$ cat config.mk
export PLATFORM = sky130hd
export DESIGN_NAME = nfc_cmd_seq
export DESIGN_NICKNAME = d
export VERILOG_FILES = /design/src/rtl/nfc_cmd_seq.sv
export SDC_FILE = /design/constraint.sdc
export NUM_CORES = 1
export LEC_CHECK = 0
export CAP_MARGIN = 0
export CORE_ASPECT_RATIO = 0.7
export CORE_UTILIZATION = 52
export CTS_BUF_LIST = sky130_fd_sc_hd__clkbuf_2
export CTS_CLUSTER_SIZE = 30
export DETAILED_ROUTE_END_ITERATION = 12
export GPL_TIMING_DRIVEN = 0
export PLACE_DENSITY = 0.82
export SLEW_MARGIN = 20
export SYNTH_ARGS = -nofsm -noshare
export SYNTH_HDL_FRONTEND = slang
export SYNTH_SLANG_ARGS = --single-unit
$ cat constraint.sdc
create_clock -name nfc_clk -period 5.7 [get_ports nfc_clk]
set_clock_uncertainty 0.15 [all_clocks]
set_input_delay 1.71 -clock nfc_clk [delete_from_list [all_inputs] [get_ports nfc_clk]]
set_output_delay 1.71 -clock nfc_clk [all_outputs]
set_load 0.01 [all_outputs]
$ cat src/rtl/nfc_cmd_seq.sv
// NFC command sequencer: on one host request, writes the 13-entry NFC register set
// for a flash operation, then polls the status register until not busy or poll limit.
module nfc_cmd_seq #(
  parameter logic [8:0] CMD_OFS      = 9'h000,
  parameter logic [8:0] ROW0_OFS     = 9'h004,
  parameter logic [8:0] COL0_OFS     = 9'h008,
  parameter logic [8:0] ADDR_CNT_OFS = 9'h00C,
  parameter logic [8:0] TIMING_OFS   = 9'h00D,
  parameter logic [8:0] TRN_CNT0_OFS = 9'h00E,
  parameter logic [8:0] CTRL0_OFS    = 9'h00F,
  parameter logic [8:0] STATUS_OFS   = 9'h010,
  parameter int         BUSY_BIT     = 0,
  parameter int         POLL_GAP     = 8,
  parameter int         POLL_MAX     = 1024
) (
  input  logic        nfc_clk,
  input  logic        rst_nfc,
  input  logic        seq_req,
  input  logic [7:0]  seq_cmd,
  input  logic [31:0] seq_row,
  input  logic [31:0] seq_col,
  input  logic [7:0]  seq_addr_cnt,
  input  logic [7:0]  seq_timing,
  input  logic [7:0]  seq_trn_cnt,
  input  logic [7:0]  seq_ctrl0,
  output logic        seq_rdy,
  output logic        seq_done,
  output logic        seq_err,
  output logic [8:0]  reg_addr,
  output logic        reg_wr,
  output logic        reg_rd,
  output logic [7:0]  reg_din,
  input  logic [7:0]  reg_dout
);

  typedef enum logic [2:0] {
    S_IDLE, S_WR, S_WR_GAP, S_POLL_WAIT, S_POLL_RD, S_POLL_CHK, S_DONE
  } state_t;

  localparam logic [3:0]  LAST_ITEM  = 4'd12;
  localparam logic [7:0]  GAP_LAST   = 8'(POLL_GAP - 1);
  localparam logic [15:0] POLL_LIMIT = 16'(POLL_MAX);

  state_t      state, state_nxt;
  logic [3:0]  item, item_nxt;
  logic [7:0]  gap_cnt, gap_cnt_nxt;
  logic [15:0] poll_cnt, poll_cnt_nxt;
  logic        err_q, err_nxt;
  logic        accept;

  logic [7:0]  cmd_q, addr_cnt_q, timing_q, trn_cnt_q, ctrl0_q;
  logic [31:0] row_q, col_q;
  logic [8:0]  item_addr;
  logic [7:0]  item_data;

  // Only the busy bit of the status byte carries meaning.
  logic unused_status;
  assign unused_status = ^reg_dout;

  assign accept = seq_req && (state == S_IDLE);

  // NOTE: the request capture registers carry no reset; they are only read in states
  // reachable after an accept has loaded them, so a reset value would never be observed.
  always_ff @(posedge nfc_clk) begin
    if (accept) begin
      cmd_q      <= seq_cmd;
      row_q      <= seq_row;
      col_q      <= seq_col;
      addr_cnt_q <= seq_addr_cnt;
      timing_q   <= seq_timing;
      trn_cnt_q  <= seq_trn_cnt;
      ctrl0_q    <= seq_ctrl0;
    end
  end

  // NOTE: state is updated with non-blocking assignments so every register samples the
  // pre-edge values; the combinational block below uses blocking assignments.
  always_ff @(posedge nfc_clk or posedge rst_nfc) begin
    if (rst_nfc) begin
      state    <= S_IDLE;
      item     <= '0;
      gap_cnt  <= '0;
      poll_cnt <= '0;
      err_q    <= 1'b0;
    end else begin
      state    <= state_nxt;
      item     <= item_nxt;
      gap_cnt  <= gap_cnt_nxt;
      poll_cnt <= poll_cnt_nxt;
      err_q    <= err_nxt;
    end
  end

  // Register write list, in issue order.
  always_comb begin
    item_addr = '0;
    item_data = '0;
    case (item)
      4'd0:  begin item_addr = CMD_OFS;              item_data = cmd_q;        end
      4'd1:  begin item_addr = ROW0_OFS;             item_data = row_q[7:0];   end
      4'd2:  begin item_addr = ROW0_OFS + 9'd1;      item_data = row_q[15:8];  end
      4'd3:  begin item_addr = ROW0_OFS + 9'd2;      item_data = row_q[23:16]; end
      4'd4:  begin item_addr = ROW0_OFS + 9'd3;      item_data = row_q[31:24]; end
      4'd5:  begin item_addr = COL0_OFS;             item_data = col_q[7:0];   end
      4'd6:  begin item_addr = COL0_OFS + 9'd1;      item_data = col_q[15:8];  end
      4'd7:  begin item_addr = COL0_OFS + 9'd2;      item_data = col_q[23:16]; end
      4'd8:  begin item_addr = COL0_OFS + 9'd3;      item_data = col_q[31:24]; end
      4'd9:  begin item_addr = ADDR_CNT_OFS;         item_data = addr_cnt_q;   end
      4'd10: begin item_addr = TIMING_OFS;           item_data = timing_q;     end
      4'd11: begin item_addr = TRN_CNT0_OFS;         item_data = trn_cnt_q;    end
      4'd12: begin item_addr = CTRL0_OFS;            item_data = ctrl0_q;      end
      default: ;
    endcase
  end

  always_comb begin
    // NOTE: every output of this block gets a default first, so no path can infer a latch.
    state_nxt    = state;
    item_nxt     = item;
    gap_cnt_nxt  = gap_cnt;
    poll_cnt_nxt = poll_cnt;
    err_nxt      = err_q;
    seq_rdy      = 1'b0;
    seq_done     = 1'b0;
    reg_addr     = '0;
    reg_din      = '0;
    reg_wr       = 1'b0;
    reg_rd       = 1'b0;

    case (state)
      S_IDLE: begin
        seq_rdy = 1'b1;
        if (accept) begin
          state_nxt    = S_WR;
          item_nxt     = '0;
          gap_cnt_nxt  = '0;
          poll_cnt_nxt = '0;
          err_nxt      = 1'b0;
        end
      end
      S_WR: begin
        reg_wr    = 1'b1;
        reg_addr  = item_addr;
        reg_din   = item_data;
        state_nxt = (item == LAST_ITEM) ? S_POLL_WAIT : S_WR_GAP;
      end
      S_WR_GAP: begin
        item_nxt  = item + 4'd1;
        state_nxt = S_WR;
      end
      S_POLL_WAIT: begin
        if (gap_cnt == GAP_LAST) begin
          gap_cnt_nxt = '0;
          state_nxt   = S_POLL_RD;
        end else begin
          gap_cnt_nxt = gap_cnt + 8'd1;
        end
      end
      S_POLL_RD: begin
        reg_rd    = 1'b1;
        reg_addr  = STATUS_OFS;
        state_nxt = S_POLL_CHK;
      end
      S_POLL_CHK: begin
        // Read data arrives the cycle after the read strobe.
        if (!reg_dout[BUSY_BIT]) begin
          state_nxt = S_DONE;
        end else begin
          poll_cnt_nxt = poll_cnt + 16'd1;
          if (poll_cnt_nxt == POLL_LIMIT) begin
            err_nxt   = 1'b1;
            state_nxt = S_DONE;
          end else begin
            state_nxt = S_POLL_WAIT;
          end
        end
      end
      S_DONE: begin
        seq_done  = 1'b1;
        state_nxt = S_IDLE;
      end
      default: state_nxt = S_IDLE;
    endcase
  end

  assign seq_err = err_q;

endmodule

==> impl_metrics.csv, run 1 <==
group,metric,value,unit
worst_setup_path,r2r_start,"state[0]$_DFFE_PP0P_",
power_and_ir_drop,ir_drop,0.000219,V
cells_and_area,fillerInstances,765,
floorplanning,die_area,12100,um2
hold_path,hold_class,"reg2reg",
logic_synthesis,synth.avg_cell_area,12.2,um2
cells_and_area,drive_gt1_share,8.99,%
logic_synthesis,synth_seq_area_share,64.9,%
hold_path,min_from,"seq_err$_DFFE_PP0P_",
worst_setup_path,path_class,"reg2out",
worst_setup_path,critPathArrivalTime,3.58,ns
job,maxCapViolations,0,
clock_network,clock_path_buffers,2,
cells_and_area,fin_util,69.5,%
sta,max_slew_margin,53.0,%
placed_design,dpl_cell_area,7530,um2
run_status,status,"finished, final reports clean",
clock_network,cts-root-buf,"clkbuf_2",
logic_synthesis,synth_edf_count,104,
placed_design,gp_congestion,0.867,
cells_and_area,fin_cells,809,
worst_setup_path,rr_endpoint,"poll_cnt[6]$_DFFE_PP0P_",
power_and_ir_drop,clock_power_share,18.0,%
floorplanning,num_io_pins,137,
route,ant_nets,0,
logic_synthesis,synth_area,6040,um2
cells_and_area,final_area,7760,um2
floorplanning,coreArea,11200,um2
clock_network,clkLatencyLatePin,0.68,ns
clock_network,postCtsSetupRepairBufs,0,
worst_setup_path,reg2regPathDepth,8,
route,drc_errors,0,
placed_design,dp_slack,0.883,ns
placed_design,numPlacedInstances,777,
sta,tightest_slew,0.704,ns
clock_network,clock_sinks,136,
route,avgRoutedWirePerCell,19.7,um
sta,rsz0062_at_grt,"no",
floorplanning,rows,32,
logic_synthesis,async_flop_share,23.5,%
clock_network,cts_hold_buffers,0,
hold_path,min_path_cells,2,
worst_setup_path,crit_path_start,"item[1]$_DFFE_PP0P_",
sta,finalCritPeriodShare,95.5,%
cells_and_area,reg_top3,"col_q (32), row_q (32), poll_cnt (16)",
power_and_ir_drop,p_int,0.00188,W
hold_path,whs_endpoint,"seq_err$_DFFE_PP0P_",
clock_network,cts_tree,"yes",
logic_synthesis,synth-seq-cells,136,
worst_setup_path,crit_path_end_kind,"output pin",
grt,track_usage,28.1,%
placed_design,portBuffers,125,
power_and_ir_drop,seq_power_share,43.9,%
logic_synthesis,syn_inst,495,
route,drt_iter0_drc,645,
worst_setup_path,crit_required,3.84,ns
cells_and_area,nets,765,
sta,fin_ws,0.257,ns
placed_design,hpwlAfterDp,11400,um
sta,fmax,184,MHz
logic_synthesis,synth_ff_type,"edfxtp_1",
power_and_ir_drop,p_comb_share,38.0,%
clock_network,cts.clk_slew.worst_paths,0.22,ns
route,wl,16000,um
power_and_ir_drop,p_per_area,398,nW/um2
power_and_ir_drop,p_switching,0.00121,W
logic_synthesis,yosysUniqueCellTypes,56,
worst_setup_path,start_kind,"register",
floorplanning,initial_utilization,54.1,%
route,dr_total_vias,4899,
grt,antenna_found_initial,0,
sta,finalCriticalPeriod,5.44,ns
sta,hold_viol,0,
grt,grt_pass1_vias,4668,
grt,grt_pass1_wl,24800,um
floorplanning,die_w,131,um
clock_network,cts_max_level,4,
worst_setup_path,rrSetupSlack,2.97,ns
power_and_ir_drop,swShare,39.1,%
clock_network,numCtsBuffers,17,
route,drtPass1Iterations,5,
cells_and_area,area_growth,28.4,%
power_and_ir_drop,p_leak,2.84,nW
power_and_ir_drop,power,0.00309,W
worst_setup_path,critPathMaxFanout,10,
sta,slew_viol_final,0,
route,viasPerCell,6.06,
logic_synthesis,yosysWarnings,0,
cells_and_area,antenna-diode-count,0,
grt,grt-ovfl-total,0,
grt,grt_max_degree,73,
sta,finalSetupViolations,0,
floorplanning,dieHeight,92.2,um
## Yosys cell counts (4+ instances only)
cell / count / share of area [%]
inv_1: 11 / 0.68
nand4_1: 8 / 0.83
mux2i_1: 5 / 0.83
xor2_1: 4 / 0.58
ha_1: 7 / 1.4
nand2b_1: 6 / 0.62
nor3_1: 13 / 1.1
o21ai_0: 42 / 3.5
dfrtp_1: 32 / 13
nor4_1: 5 / 0.52
a222oi_1: 13 / 2.2
nor2b_1: 4 / 0.41
a31oi_1: 9 / 0.93
buf_4: 6 / 0.75
nand2_1: 42 / 2.6
clkbuf_1: 22 / 1.4
a21oi_1: 20 / 1.7
o31ai_1: 4 / 0.50
and3_1: 9 / 0.93
edfxtp_1: 104 / 52
nand3_1: 28 / 2.3
or3_1: 4 / 0.41
xnor2_1: 4 / 0.58
buf_2: 4 / 0.33
nor2_1: 29 / 1.8
a22oi_1: 11 / 1.4
mux2_2: 4 / 0.75
buf_1: 4 / 0.25
## worst max path at each step
stage                                    endpoint  slack [ns]  depth (start not counted)
final                                  reg_din[0]        0.26                         10
after global routing                   reg_din[1]       0.006                          9
after CTS                              reg_din[1]        0.07                          7
after detailed placement               reg_din[1]        0.88                          9
after global placement    poll_cnt[7]$_DFFE_PP0P_       -0.94                          7
after floorplan            gap_cnt[6]$_DFFE_PP0P_        0.65                          6
## timing repair
| action | CTS | global route |
|---|---|---|
| endpoints found under the setup margin | 0 | 6 |
| gates resized for setup | 0 | 4 |
| hold endpoints to repair | 0 | 0 |
## layer usage
layer / up-vias / global-route usage (%) / routed length (um)
met1: 2358 / 40.3 / 6780
li1: 2185 / - / -
met2: 319 / 41.5 / 7100
met3: 37 / 6.77 / 1690
met5: - / 0 / 0
met4: 0 / 9.96 / 411
## cells in the final DEF (no fill, tap or decap), types with 7 or more instances in the layout
cell type and count:
nand2_1 42, o21ai_0 42, nand4_1 8, clkdlybuf4s50_1 125
nor3_1 13, and3_1 9, clkbuf_1 20, inv_1 9
clkbuf_2 19, dfrtp_1 32, a21oi_1 20, a222oi_1 13
a31oi_1 9, a22oi_1 11, nor2_1 29, ha_1 7
nand3_1 28, edfxtp_1 104
## cells by family (layout without fill, tap and decap cells)
family	count (synthesis)	count (layout)	synth area share, %
compound gates	127	127	14.1
simple gates	159	159	13.1
buf+inv	48	206	3.56
mux	9	9	1.57
fa+ha+maj	7	7	1.45
xor+xnor	8	8	1.16
other cells	1	4	0.0621
flops	136	136	64.9
## metrics by stage
step	setup TNS, ns	hold slack (ns)
floorplan	0	0.318
global placement	-25.86	0.319
detailed placement	0	0.335
CTS	0	0.379
global route	0	0.416
finish	0	0.374
## power groups by stage
| stage | combinational (W) | sequential [W] | clock [W] |
|---|---|---|---|
| 2_1_floorplan | 0.000688 | 0.00136 | 0 |
| 3_3_place_gp | 0.00110 | 0.00139 | 0 |
| 3_5_place_dp | 0.00115 | 0.00138 | 0 |
| 4_1_cts | 0.00116 | 0.00136 | 0.000562 |
| 5_1_grt | 0.00127 | 0.00138 | 0.000604 |
| 6_report | 0.00117 | 0.00136 | 0.000557 |
## worst max-delay path: stages, from the launching register on
cell and delay [ns]:
dfrtp_1 0.47, inv_1 0.08, ha_1 0.25, clkbuf_1 0.31, a222oi_1 0.49, nor2_1 0.08
a31oi_1 0.22, o22ai_1 0.14, a311oi_1 0.28, nor2_1 0.07, clkdlybuf4s50_1 0.52
## cell type report
| type | instances | area [um2] | share of cell area [%] |
|---|---|---|---|
| timing repair buffer | 126 | 1280 | 16.5 |
| clock inverter | 15 | 144 | 1.85 |
| multi-input combinational | 314 | 1920 | 24.7 |
| sequential | 136 | 3920 | 50.6 |
| clock buffer | 17 | 85.1 | 1.10 |
| inverter | 11 | 46.3 | 0.596 |
| buffer | 37 | 176 | 2.27 |
| tap | 153 | 191 | 2.47 |
(Power assumes the default switching activity.)
==> inputs of run 2 (changes only) <==
Settings changed: HOLD_SLACK_MARGIN set to 0.05.
==> results of run 2 <==
No change in the layout: final DEF, timing and power equal those of run 1.
==> inputs of run 3 (changes only) <==
Settings changed: PLACE_DENSITY 0.82 to unset, PLACE_DENSITY_LB_ADDON set to 0.08.
==> impl_metrics.csv, run 3 (synthesis gave the netlist of run 1 again) <==
group,metric,value,unit
route,dr_total_vias,4745,
grt,grt_max_degree,72,
route,wl,15400,um
route,ant_nets,0,
grt,grt_pass1_vias,4536,
worst_setup_path,path_buf_inv,4,
grt,track_usage,27.1,%
worst_setup_path,crit_path_start,"item[0]$_DFFE_PP0P_",
worst_setup_path,worst_path_max_delay_cell,"clkdlybuf4s50_1",
route,drt_iter0_drc,426,
clock_network,numCtsBuffers,17,
route,viasPerCell,5.87,
sta,finalSetupViolations,0,
sta,finalCriticalPeriod,5.41,ns
sta,fmax,185,MHz
clock_network,cts_max_level,4,
placed_design,gp_congestion,0.839,
sta,hold_viol,0,
cells_and_area,layout_commonest_cell,"clkdlybuf4s50_1",
clock_network,clock_sinks,136,
power_and_ir_drop,power,0.00316,W
cells_and_area,antenna-diode-count,0,
hold_path,min_path_cells,2,
worst_setup_path,critPathArrivalTime,3.55,ns
clock_network,clock_path_buffers,2,
power_and_ir_drop,p_leak,2.87,nW
worst_setup_path,cp.depth,7,
worst_setup_path,start_kind,"register",
worst_setup_path,r2r_start,"state[0]$_DFFE_PP0P_",
sta,tightest_slew,0.724,ns
clock_network,clkLatencyLatePin,0.67,ns
cells_and_area,fillerInstances,796,
route,drc_errors,0,
floorplanning,coreArea,11200,um2
worst_setup_path,crit_path_end_kind,"output pin",
worst_setup_path,cp_top_family,"buffers and inverters",
cells_and_area,nets,765,
clock_network,postCtsSetupRepairBufs,0,
cells_and_area,drive_gt1_share,9.15,%
worst_setup_path,crit_chain,"inv_1 -> ha_1 -> clkbuf_2 -> clkbuf_1 -> o21ai_1 -> a31oi_1 -> clkdlybuf4s50_1",
clock_network,cts-root-buf,"clkbuf_2",
floorplanning,die_w,131,um
power_and_ir_drop,ir_drop,0.000188,V
run_status,status,"finished, final reports clean",
floorplanning,dieHeight,92.2,um
grt,grt_pass1_wl,24000,um
floorplanning,initial_utilization,54.1,%
worst_setup_path,rrSetupSlack,2.72,ns
cells_and_area,layout_common_cells,"clkdlybuf4s50_1, edfxtp_1, nand2_1, o21ai_0, dfrtp_1",
placed_design,hpwlAfterDp,11000,um
placed_design,portBuffers,125,
floorplanning,rows,32,
grt,grt-ovfl-total,0,
sta,max_slew_margin,51.7,%
hold_path,min_from,"seq_err$_DFFE_PP0P_",
worst_setup_path,max_stage_delay,0.59,ns
sta,fin_ws,0.287,ns
worst_setup_path,path_class,"reg2out",
floorplanning,die_area,12100,um2
clock_network,cts.clk_slew.worst_paths,0.23,ns
hold_path,hold_class,"reg2reg",
clock_network,cts_tree,"yes",
sta,slew_viol_final,0,
route,avgRoutedWirePerCell,19.1,um
sta,rsz0062_at_grt,"no",
cells_and_area,area_growth,29.2,%
sta,finalCritPeriodShare,95.0,%
cells_and_area,reg_top3,"col_q (32), row_q (32), poll_cnt (16)",
worst_setup_path,critPathMaxFanout,10,
worst_setup_path,crit_required,3.84,ns
route,drtPass1Iterations,6,
worst_setup_path,reg2regPathDepth,9,
floorplanning,num_io_pins,137,
power_and_ir_drop,p_per_area,404,nW/um2
job,maxCapViolations,0,
placed_design,dp_slack,0.821,ns
grt,antenna_found_initial,0,
==> run 3: changes by cell type in the layout (fill, tap and decap cells not counted), sizes merged <==
cell,previous run,this run
bufinv,1,3
clkinv,6,7
clkinvlp,2,0
inv,17,16
==> run 3: worst register-to-register path, delay by kind of cell (launching register included) <==
| kind | cells | cell delay [ns] |
|---|---|---|
| AOI/OAI and AO/OA | 2 | 0.34 |
| and+or+nand+nor | 3 | 0.79 |
| buffers and inverters | 4 | 1.15 |
| DFF | 1 | 0.41 |
==> run 3: through the flow <==
step,utilization (%),cells,hold slack (ns),TNS (ns),instance area (um2)
6_report,69.9,809,0.374,0,7810
5_1_grt,69.9,809,0.411,0,7810
4_1_cts,69.9,809,0.382,0,7810
3_5_place_dp,67.4,777,0.333,0,7530
3_3_place_gp,67.1,776,0.320,-30.00,7500
2_1_floorplan,-,498,0.318,0,6050
==> run 3: timing repair <==
item,in CTS,in global routing
gates resized for setup,0,4
endpoints found under the hold margin,0,0
hold buffers,0,0
endpoints found under the setup margin,0,8
==> run 3: layout make-up <==
class	count	area (um2)	share of cell area (%)
clock inverters	15	193	2.47
flip-flops and latches	136	3920	50.2
well taps	153	191	2.45
inverters	11	46.3	0.593
repair buffers	126	1280	16.4
multi-input cells	314	1920	24.5
plain buffers	37	176	2.26
clock buffers	17	85.1	1.09
==> run 3: per-layer routing <==
metal	vias up	share of wire (%)	track usage [%]
li1	2191	-	-
met1	2286	45	40.6
met2	251	44	39.7
met3	17	9.6	6.48
met4	0	1.2	6.42
met5	-	0	0
==> run 3: final timing paths <==
kind | end
worst max-delay path | reg_din[1]
worst min-delay path | seq_err$_DFFE_PP0P_
worst max register to register | poll_cnt[7]$_DFFE_PP0P_
worst min register to register | seq_err$_DFFE_PP0P_
max in group asynchronous | poll_cnt[15]$_DFFE_PP0P_
min in group asynchronous | gap_cnt[5]$_DFFE_PP0P_
==> run 3: power breakdown <==
group	leakage (nW)	internal [W]	switching [W]
sequential	1.39	0.00127	0.0000802
clock	0.167	0.000257	0.000382
combinational	1.31	0.000443	0.000724
==> patch: new RTL, flow settings as in run 3 <==
Encoding of `state_t`: now one-hot (7 bits for 7 states).
--- a/src/rtl/nfc_cmd_seq.sv
+++ b/src/rtl/nfc_cmd_seq.sv
@@ -35,4 +35,4 @@
 
-  typedef enum logic [2:0] {
-    S_IDLE, S_WR, S_WR_GAP, S_POLL_WAIT, S_POLL_RD, S_POLL_CHK, S_DONE
+  typedef enum logic [6:0] {
+    S_IDLE = 7'b0000001, S_WR = 7'b0000010, S_WR_GAP = 7'b0000100, S_POLL_WAIT = 7'b0001000, S_POLL_RD = 7'b0010000, S_POLL_CHK = 7'b0100000, S_DONE = 7'b1000000
   } state_t;
Function: same outputs for any inputs over 10 cycles, from zero or initial values and one cycle with rst_nfc high; not proved beyond that.
==> patch against run 3 <==
Register-to-register slack gained 0.03 ns. Sequential cell count grew 4. Area after synthesis grew 2.3%. Die area grew 2.3%. Cell area grew 1.2%. Hold slack lost 0.0039 ns. Final cell count grew 1.5%. Total power shrank 20%. First-iteration DRC count grew 31%. Worst setup slack lost 0.030 ns. Routed wire length shrank 0.39%. Largest cell class unchanged. Largest power group unchanged.
==> patch: results (changes against run 3) <==
metric,value,unit,change
Adder-Cell Fraction of Synth Area,1.42,%,-0.033 points
Post-Route WL,15.4,mm,-0.39%
XOR/XNOR Fraction of Synth Area,0.708,%,-0.45 points
Initial DRC Count,559,,+31%
share of layout cells above drive strength 1,7.78,%,-1.4 points
FF-to-FF End,poll_cnt[5],,
largest net degree at the start of global routing,61,,-15%
Pleak,0.00287,uW,about the same
vias in the first global route,4599,,+1.4%
via count,4849,,+2.2%
worst hold endpoint,gap_cnt[7],,
post-synthesis compound-gate area fraction,15.9,%,+1.8 points
HP Start,gap_cnt[7],,
WHS,0.370,ns,-0.00392 ns
Crit. Startpoint,item[1],,
Seq. pwr,1290,uW,-4%
pwr dens,319,nW/um2,-21%
CP arrival,3.58,ns,+0.03 ns
Post-Place Worst Slack,0.879,ns,+0.0588 ns
Final #Nets,777,,+1.6%
synth top area cells,"edfxtp_1, dfrtp_1, o21ai_0",,
multiplexer share of the synthesized area,0.992,%,-0.58 points
Non-Filler Instances,821,,+1.5%
First-pass DRT Iterations,5,,-1
FMAX,0.184,GHz,-0.54%
status,"complete, no violations",,
WHS Path Cells,1,,-1
net switching power,810,uW,-32%
==> patch: cell count changes after synthesis, sizes merged, moves of 4 or more <==
cell,run 3,this run
a21oi,20,28
a22o,2,6
a22oi,11,22
and3,9,5
buf,15,11
inv,11,15
nand2b,6,1
nand3,28,17
nor2b,4,10
o21ai,43,36
==> patch: worst reg2reg max path, cell delays in order, from the launching register on <==
cell and delay [ns]:
dfrtp_1 0.40, clkbuf_1 0.20, nor3_2 0.41, nand4_1 0.36, inv_6 0.45, buf_16 0.31, nor2_1 0.22, o21ai_0 0.25
o41ai_1 0.11
==> patch: per-layer routing <==
layer	GRT usage [%]	wire, um	vias to the layer above
li1	-	-	2249
met4	9.20	255	0
met5	0	0	-
met3	6.88	1360	26
met1	36.7	6890	2321
met2	39.5	6850	253
==> patch: final cells by class <==
cell class,count,area share [%]
flip-flops and latches,140,50.9
multi-input cells,319,24.8
repair buffers,126,16.2
well taps,153,2.42
plain buffers,36,1.98
clock inverters,13,1.77
clock buffers,19,1.20
inverters,15,0.776
